$ cat config.mk
export PLATFORM = sky130hd
export DESIGN_NAME = keypad_scanner_flat
export DESIGN_NICKNAME = d
export VERILOG_FILES = /design/src/rtl/keypad_scanner_if.sv /design/src/rtl/keypad_scanner.sv /design/src/flat_wrapper.sv
export SDC_FILE = /design/constraint.sdc
export NUM_CORES = 1
export LEC_CHECK = 0
export BUFFER_PORTS_ARGS = -buffer_cell sky130_fd_sc_hd__buf_2
export CAP_MARGIN = 30
export CORE_MARGIN = 2
export CORE_UTILIZATION = 53
export CTS_CLUSTER_DIAMETER = 100
export CTS_CLUSTER_SIZE = 8
export DETAILED_ROUTE_END_ITERATION = 10
export HOLD_SLACK_MARGIN = 0.06
export MAX_ROUTING_LAYER = met4
export PLACE_DENSITY = 0.74
export SYNTH_ARGS = -nofsm -noshare
export SYNTH_HDL_FRONTEND = slang
export SYNTH_SLANG_ARGS = --single-unit
$ cat constraint.sdc
create_clock -name clk_in -period 3.3 [get_ports clk_in]
set_input_delay 0.165 -clock clk_in [delete_from_list [all_inputs] [get_ports clk_in]]
set_output_delay 0.165 -clock clk_in [all_outputs]
set_load 0.01 [all_outputs]
$ cat src/rtl/keypad_scanner_if.sv
// Keypad-side and result-side signals of keypad_scanner bundled as one interface.
// master = the scanner, slave = whoever drives the keypad model / consumes key events.
interface keypad_scanner_if;
   logic [3:0]  col_in;
   logic [3:0]  row_out;
   logic [3:0]  key_out;
   logic        key_valid_out;
   logic        key_held_out;
   logic        multi_out;
   logic [31:0] val_out;

   modport master (
      input  col_in,
      output row_out, key_out, key_valid_out, key_held_out, multi_out, val_out
   );

   modport slave (
      output col_in,
      input  row_out, key_out, key_valid_out, key_held_out, multi_out, val_out
   );
endinterface

$ cat src/rtl/keypad_scanner.sv
// 4x4 matrix keypad scanner: one-cold row strobe, whole-scan debounce, one-cycle key events.
// Define KEYPAD_ACCUM_EN to build the 32-bit hex-digit accumulator driving val_out.
module keypad_scanner #(
   parameter int SCAN_COUNT     = 100000,
   parameter int DEBOUNCE_SCANS = 4
) (
   input  logic             clk_in,
   input  logic             rst_in,
   keypad_scanner_if.master kp
);

   localparam logic [31:0] LP_SCAN = 32'(SCAN_COUNT);
   localparam logic [3:0]  LP_DB   = 4'(DEBOUNCE_SCANS);

   typedef enum logic [1:0] {
      ST_IDLE,
      ST_CAND,
      ST_PRESSED
   } state_t;

   logic [3:0]  r_col_s1;
   logic [3:0]  r_col_s2;
   logic [3:0]  w_col;

   logic [31:0] r_dwell;
   logic [3:0]  r_row;
   logic [1:0]  r_row_idx;
   logic        r_scan_done;
   logic [1:0]  r_cnt;
   logic [3:0]  r_code;
   logic        w_sample;
   logic [1:0]  w_cnt_next;
   logic [3:0]  w_code_next;

   state_t      r_state;
   logic [3:0]  r_cand;
   logic [3:0]  r_match;
   logic [3:0]  r_rel;
   logic [3:0]  r_key;
   logic        r_valid;
   logic        r_held;
   logic        r_multi;
   logic        w_none;
   logic        w_single;
   logic        w_accept;

   // Two-flop synchronizer; columns are pulled up, so invert to get 1 = closed.
   always_ff @(posedge clk_in) begin
      r_col_s1 <= kp.col_in;
      r_col_s2 <= r_col_s1;
   end

   assign w_col    = ~r_col_s2;
   assign w_sample = (r_dwell == LP_SCAN);

   always_comb begin
      w_cnt_next  = r_cnt;
      w_code_next = r_code;
      for (int c = 0; c < 4; c++) begin
         if (w_col[c]) begin
            if (w_cnt_next != 2'd2) begin
               w_cnt_next = w_cnt_next + 2'd1;
            end
            w_code_next = {r_row_idx, 2'(c)};
         end
      end
   end

   // Row sequencer and per-scan accumulation; scan_done follows the row-3 sample.
   always_ff @(posedge clk_in) begin
      if (rst_in) begin
         r_dwell     <= '0;
         r_row       <= 4'b1110;
         r_row_idx   <= 2'd0;
         r_scan_done <= 1'b0;
         r_cnt       <= 2'd0;
         r_code      <= 4'd0;
      end else begin
         r_scan_done <= w_sample && (r_row_idx == 2'd3);
         if (w_sample) begin
            r_dwell   <= '0;
            r_row     <= {r_row[2:0], r_row[3]};
            r_row_idx <= r_row_idx + 2'd1;
            r_cnt     <= w_cnt_next;
            r_code    <= w_code_next;
         end else begin
            r_dwell <= r_dwell + 32'd1;
            if (r_scan_done) begin
               r_cnt  <= 2'd0;
               r_code <= 4'd0;
            end
         end
      end
   end

   assign w_none   = (r_cnt == 2'd0);
   assign w_single = (r_cnt == 2'd1);
   assign w_accept = r_scan_done && (r_state == ST_CAND) && w_single &&
                     (r_code == r_cand) && ((r_match + 4'd1) == LP_DB);

   // Debounce FSM; only a return to IDLE re-arms the next key event.
   always_ff @(posedge clk_in) begin
      if (rst_in) begin
         r_state <= ST_IDLE;
         r_cand  <= 4'd0;
         r_match <= 4'd0;
         r_rel   <= 4'd0;
         r_key   <= 4'd0;
         r_valid <= 1'b0;
         r_held  <= 1'b0;
         r_multi <= 1'b0;
      end else begin
         r_valid <= 1'b0;
         if (r_scan_done) begin
            r_multi <= (r_cnt == 2'd2);
            case (r_state)
               ST_IDLE: begin
                  if (w_single) begin
                     r_cand  <= r_code;
                     r_match <= 4'd1;
                     r_state <= ST_CAND;
                  end
               end
               ST_CAND: begin
                  if (w_accept) begin
                     r_match <= LP_DB;
                     r_key   <= r_cand;
                     r_valid <= 1'b1;
                     r_held  <= 1'b1;
                     r_rel   <= 4'd0;
                     r_state <= ST_PRESSED;
                  end else if (w_single && (r_code == r_cand)) begin
                     r_match <= r_match + 4'd1;
                  end else if (w_single) begin
                     r_cand  <= r_code;
                     r_match <= 4'd1;
                  end else begin
                     r_match <= 4'd0;
                     r_state <= ST_IDLE;
                  end
               end
               ST_PRESSED: begin
                  if (w_none) begin
                     if ((r_rel + 4'd1) == LP_DB) begin
                        r_rel   <= 4'd0;
                        r_match <= 4'd0;
                        r_held  <= 1'b0;
                        r_state <= ST_IDLE;
                     end else begin
                        r_rel <= r_rel + 4'd1;
                     end
                  end else begin
                     r_rel <= 4'd0;
                  end
               end
               default: begin
                  r_state <= ST_IDLE;
               end
            endcase
         end
      end
   end

`ifdef KEYPAD_ACCUM_EN
   logic [31:0] r_val;

   always_ff @(posedge clk_in) begin
      if (rst_in) begin
         r_val <= 32'h0;
      end else if (w_accept) begin
         r_val <= {r_val[27:0], r_cand};
      end
   end

   assign kp.val_out = r_val;
`else
   assign kp.val_out = 32'h0;
`endif

   assign kp.row_out       = r_row;
   assign kp.key_out       = r_key;
   assign kp.key_valid_out = r_valid;
   assign kp.key_held_out  = r_held;
   assign kp.multi_out     = r_multi;

endmodule

$ cat src/flat_wrapper.sv
// flat-port wrapper written by rule: the top's interface ports become plain ports
module keypad_scanner_flat 
#(
   parameter int SCAN_COUNT     = 100000,
   parameter int DEBOUNCE_SCANS = 4
)
  (clk_in, rst_in, kp_col_in, kp_row_out, kp_key_out, kp_key_valid_out, kp_key_held_out, kp_multi_out, kp_val_out);
  keypad_scanner_if kp_i ();
  input  logic clk_in;
  input  logic rst_in;
  input wire logic [$bits(kp_i.col_in)-1:0] kp_col_in;
  output wire logic [$bits(kp_i.row_out)-1:0] kp_row_out;
  output wire logic [$bits(kp_i.key_out)-1:0] kp_key_out;
  output wire logic [$bits(kp_i.key_valid_out)-1:0] kp_key_valid_out;
  output wire logic [$bits(kp_i.key_held_out)-1:0] kp_key_held_out;
  output wire logic [$bits(kp_i.multi_out)-1:0] kp_multi_out;
  output wire logic [$bits(kp_i.val_out)-1:0] kp_val_out;
  assign kp_i.col_in = kp_col_in;
  assign kp_row_out = kp_i.row_out;
  assign kp_key_out = kp_i.key_out;
  assign kp_key_valid_out = kp_i.key_valid_out;
  assign kp_key_held_out = kp_i.key_held_out;
  assign kp_multi_out = kp_i.multi_out;
  assign kp_val_out = kp_i.val_out;
  keypad_scanner #(.SCAN_COUNT(SCAN_COUNT), .DEBOUNCE_SCANS(DEBOUNCE_SCANS)) u_core (.clk_in(clk_in), .rst_in(rst_in), .kp(kp_i));
endmodule
==> impl_metrics.csv <==
group,metric,value,unit
logic_synthesis,ys_ff_latch,74,
worst_setup_path,end_kind,"flop",
logic_synthesis,synth_edf_count,0,
logic_synthesis,synth.avg_cell_area,8.82,um2
sta,max-slew-margin-rel,54.5,%
floorplan,dieArea,8010,um2
floorplan,rows,31,
cts,h-tree-depth,3,
logic_synthesis,yosysSeqAreaShare,38.3,%
cts,hold_buffers,4,
cells_and_area,diodes,0,
grt,grt_first_pass_wirelength,12.3,mm
logic_synthesis,yosys-top-cells-count,"74 x dfxtp_1, 53 x nor2_1, 32 x buf_4",
drt,dr_wl_met2,3.66,mm
drt,drt-met1-wl,3.21,mm
flow_run,cap_violations,0,
cells_and_area,post-route-util,57.9,%
sta,setup_tns,0,ns
worst_setup_path,crit_fanout,6,
placed_design,dp_hpwl,5.15,mm
cts,clk_latency,0.35,ns
logic_synthesis,yosys_warnings,0,
placed_design,port_buffers,16,
cells_and_area,layout-drive-gt1-share,9.33,%
grt,grt_util_all_layers,20.2,%
worst_hold_path,holdPathStages,2,
worst_hold_path,holdPathEnd,"u_core.r_row_idx[0]",
drt,highest_layer,"met4",
worst_setup_path,cp_data_arrival_time,3.07,ns
worst_setup_path,regToRegStartpoint,"u_core.r_cnt[0]",
cells_and_area,fin_nets,479,
logic_synthesis,yosys.area.top_type,"dfxtp_1",
cells_and_area,final_area,4160,um2
grt,grt_overflow,0,
logic_synthesis,async_flop_share,0,%
worst_hold_path,hold_class,"in -> reg",
floorplan,initial_core_util,54.0,%
drt,dr.pass1.iters,5,
grt,grt_start_max_net_pins,32,
sta,fmax,359,MHz
cts,numCtsBuffers,9,
grt,grt_pass1_vias,2837,
floorplan,fp.dieW,89.5,um
logic_synthesis,synthCells,439,
placed_design,dp_cells,540,
drt,vias_per_cell,5.35,
sta,drv_slew,0,
logic_synthesis,synth_top_area_share,38.3,%
logic_synthesis,synth_area,3870,um2
worst_setup_path,worstReg2RegEnd,"u_core.r_cnt[0]",
floorplan,die_h,89.5,um
worst_setup_path,critPathKind,"reg -> reg",
cts,post_cts_buffers,0,
worst_setup_path,r2r_cells,13,
logic_synthesis,synth_area_leaders,"dfxtp_1 38%, xnor2_1 6.8%, buf_4 6.2%",
sta,rsz0062_at_grt,"false",
cts,clk_pin_slew,0.08,ns
drt,ant_nets,0,
sta,worst_pin_slew,0.678,ns
sta,finalCriticalPeriod,2.78,ns
floorplan,io_pins,49,
placed_design,dpl-instance-area,3910,um2
power_and_ir_drop,leakage,0.00157,uW
drt,vias,2996,
sta,hold_viol,0,
power_and_ir_drop,peakVddDrop,330,uV
drt,wl_met3,272,um
grt,grt_antenna_before_repair,0,
sta,period_share,84.4,%
cts,cts.sinks,74,
outcome,status,"finished clean",
floorplan,core,7180,um2
logic_synthesis,ys_types,54,
cts,cts_root_buf,"clkbuf_8",
drt,wl_per_cell,12.9,um
power_and_ir_drop,power_density,412,nW/um2
sta,clock_skew,0.00972,ns
cts,ctsLongestPathBuffers,2,
placed_design,place_congestion,0.873,
worst_hold_path,worstHoldStart,"rst_in",
sta,setup_viol_count_final,0,
worst_setup_path,cp.required,3.58,ns
drt,wirelength,7.23,mm
drt,drc,0,
drt,drt_iter0_markers,190,
cts,cts_tree,"yes",
power_and_ir_drop,finalPower,1710,uW
worst_setup_path,r2r_slack,0.52,ns
cells_and_area,stdcell_count,560,
cts,post_cts_resized,0,
logic_synthesis,synth_ff_type,"dfxtp_1",
logic_synthesis,yosysMostFrequentCell,"dfxtp_1",
worst_setup_path,critPathLaunchType,"flop",
cells_and_area,area_delta_synth_final,7.33,%
==> sequential cells by signal, summed over array words and instances (netlist names) <==
name	cells
u_core.r_row_idx	2
u_core.r_scan_done	1
u_core.kp.key_out	4
u_core.r_state	2
u_core.r_col_s1	4
u_core.r_col_s2	4
u_core.kp.key_valid_out	1
u_core.r_rel	4
u_core.kp.key_held_out	1
u_core.r_dwell	32
u_core.r_code	4
u_core.r_match	4
u_core.r_cnt	2
u_core.kp.multi_out	1
u_core.kp.row_out	4
u_core.r_cand	4
==> cells by family after synthesis <==
kind of cell,share of synthesized area (%)
XOR/XNOR,8.34
other,0.0968
adder cells (fa/ha/maj),5.49
AO/OA/AOI/OAI,8.98
multiplexers,4.72
AND/OR/NAND/NOR,24.1
buffers and inverters,9.98
flip-flops,38.3
==> metal layers <==
metal | vias to the layer above | GRT usage [%]
met4 | 0 | 7.46
met3 | 9 | 5.36
met5 | - | -
met2 | 70 | 35.6
met1 | 1414 | 21.8
li1 | 1503 | -
==> cell usage in the layout (no fill, tap or decap), types with 3 or more instances in the layout <==
master	synthesis	layout
a21oi_1	15	15
buf_2	3	16
and2_1	5	5
a21o_1	3	3
xor2_1	5	5
nand3_1	24	24
nor3_1	12	12
nor4_1	15	15
nor4b_1	3	3
o21ai_0	8	8
and4_1	4	4
clkbuf_8	0	10
ha_1	17	17
inv_6	0	3
nor2_1	53	53
a211oi_1	3	3
nand2_1	17	17
dlygate4sd3_1	0	4
and3_1	8	8
dfxtp_1	74	74
xnor2_1	30	30
conb_1	1	32
nand4_1	11	11
mux2i_1	16	16
nand2b_1	6	6
inv_1	24	24
==> per-stage QoR <==
| step | hold slack (ns) | setup slack, ns |
|---|---|---|
| 5_1_grt | 0.326 | 0.302 |
| 3_5_place_dp | 0.271 | 0.529 |
| 2_1_floorplan | 0.193 | 0.777 |
| 4_1_cts | 0.289 | 0.504 |
| 6_report | 0.301 | 0.516 |
| 3_3_place_gp | 0.270 | 0.709 |
==> worst max-delay path by stage <==
stage | startpoint | end | cells after the start
final | u_core.r_cnt[0] | u_core.r_cnt[0] | 13
after global routing | u_core.r_cnt[0] | u_core.r_cnt[0] | 13
after CTS | u_core.r_cnt[0] | u_core.r_cnt[0] | 13
after detailed placement | u_core.r_cnt[0] | u_core.r_cnt[0] | 13
after global placement | u_core.r_cnt[1] | u_core.r_cnt[0] | 12
after floorplan | u_core.r_cnt[1] | u_core.r_cnt[0] | 12
==> power breakdown <==
part	switching, uW	total (uW)	leakage [uW]	internal [uW]
registers	8.53	909	0.000600	900
clock network	356	733	0.0000999	378
logic	48.4	69.3	0.000872	20.9
total	413	1710	0.00157	1300
==> area by class of cell <==
type / instances / area (um2)
clock buffers: 10 / 138
well taps: 99 / 124
repair buffers: 21 / 128
flip-flops and latches: 74 / 1480
fillers: 627 / 3020
inverters: 24 / 90.1
clock inverters: 6 / 71.3
multi-input cells: 326 / 2120
==> critical path: stages (launching register included) <==
cell      delay, ns
dfxtp_1        0.42
inv_1          0.12
ha_1           0.29
nor2b_1        0.17
xnor2_1        0.13
mux2i_1        0.24
inv_1          0.07
ha_1           0.26
or2_2          0.28
o21ai_0        0.09
ha_1           0.18
nor2_1         0.05
a2111o_1       0.27
a21oi_1        0.14
Note: power is estimated with default switching activity, not from simulation.
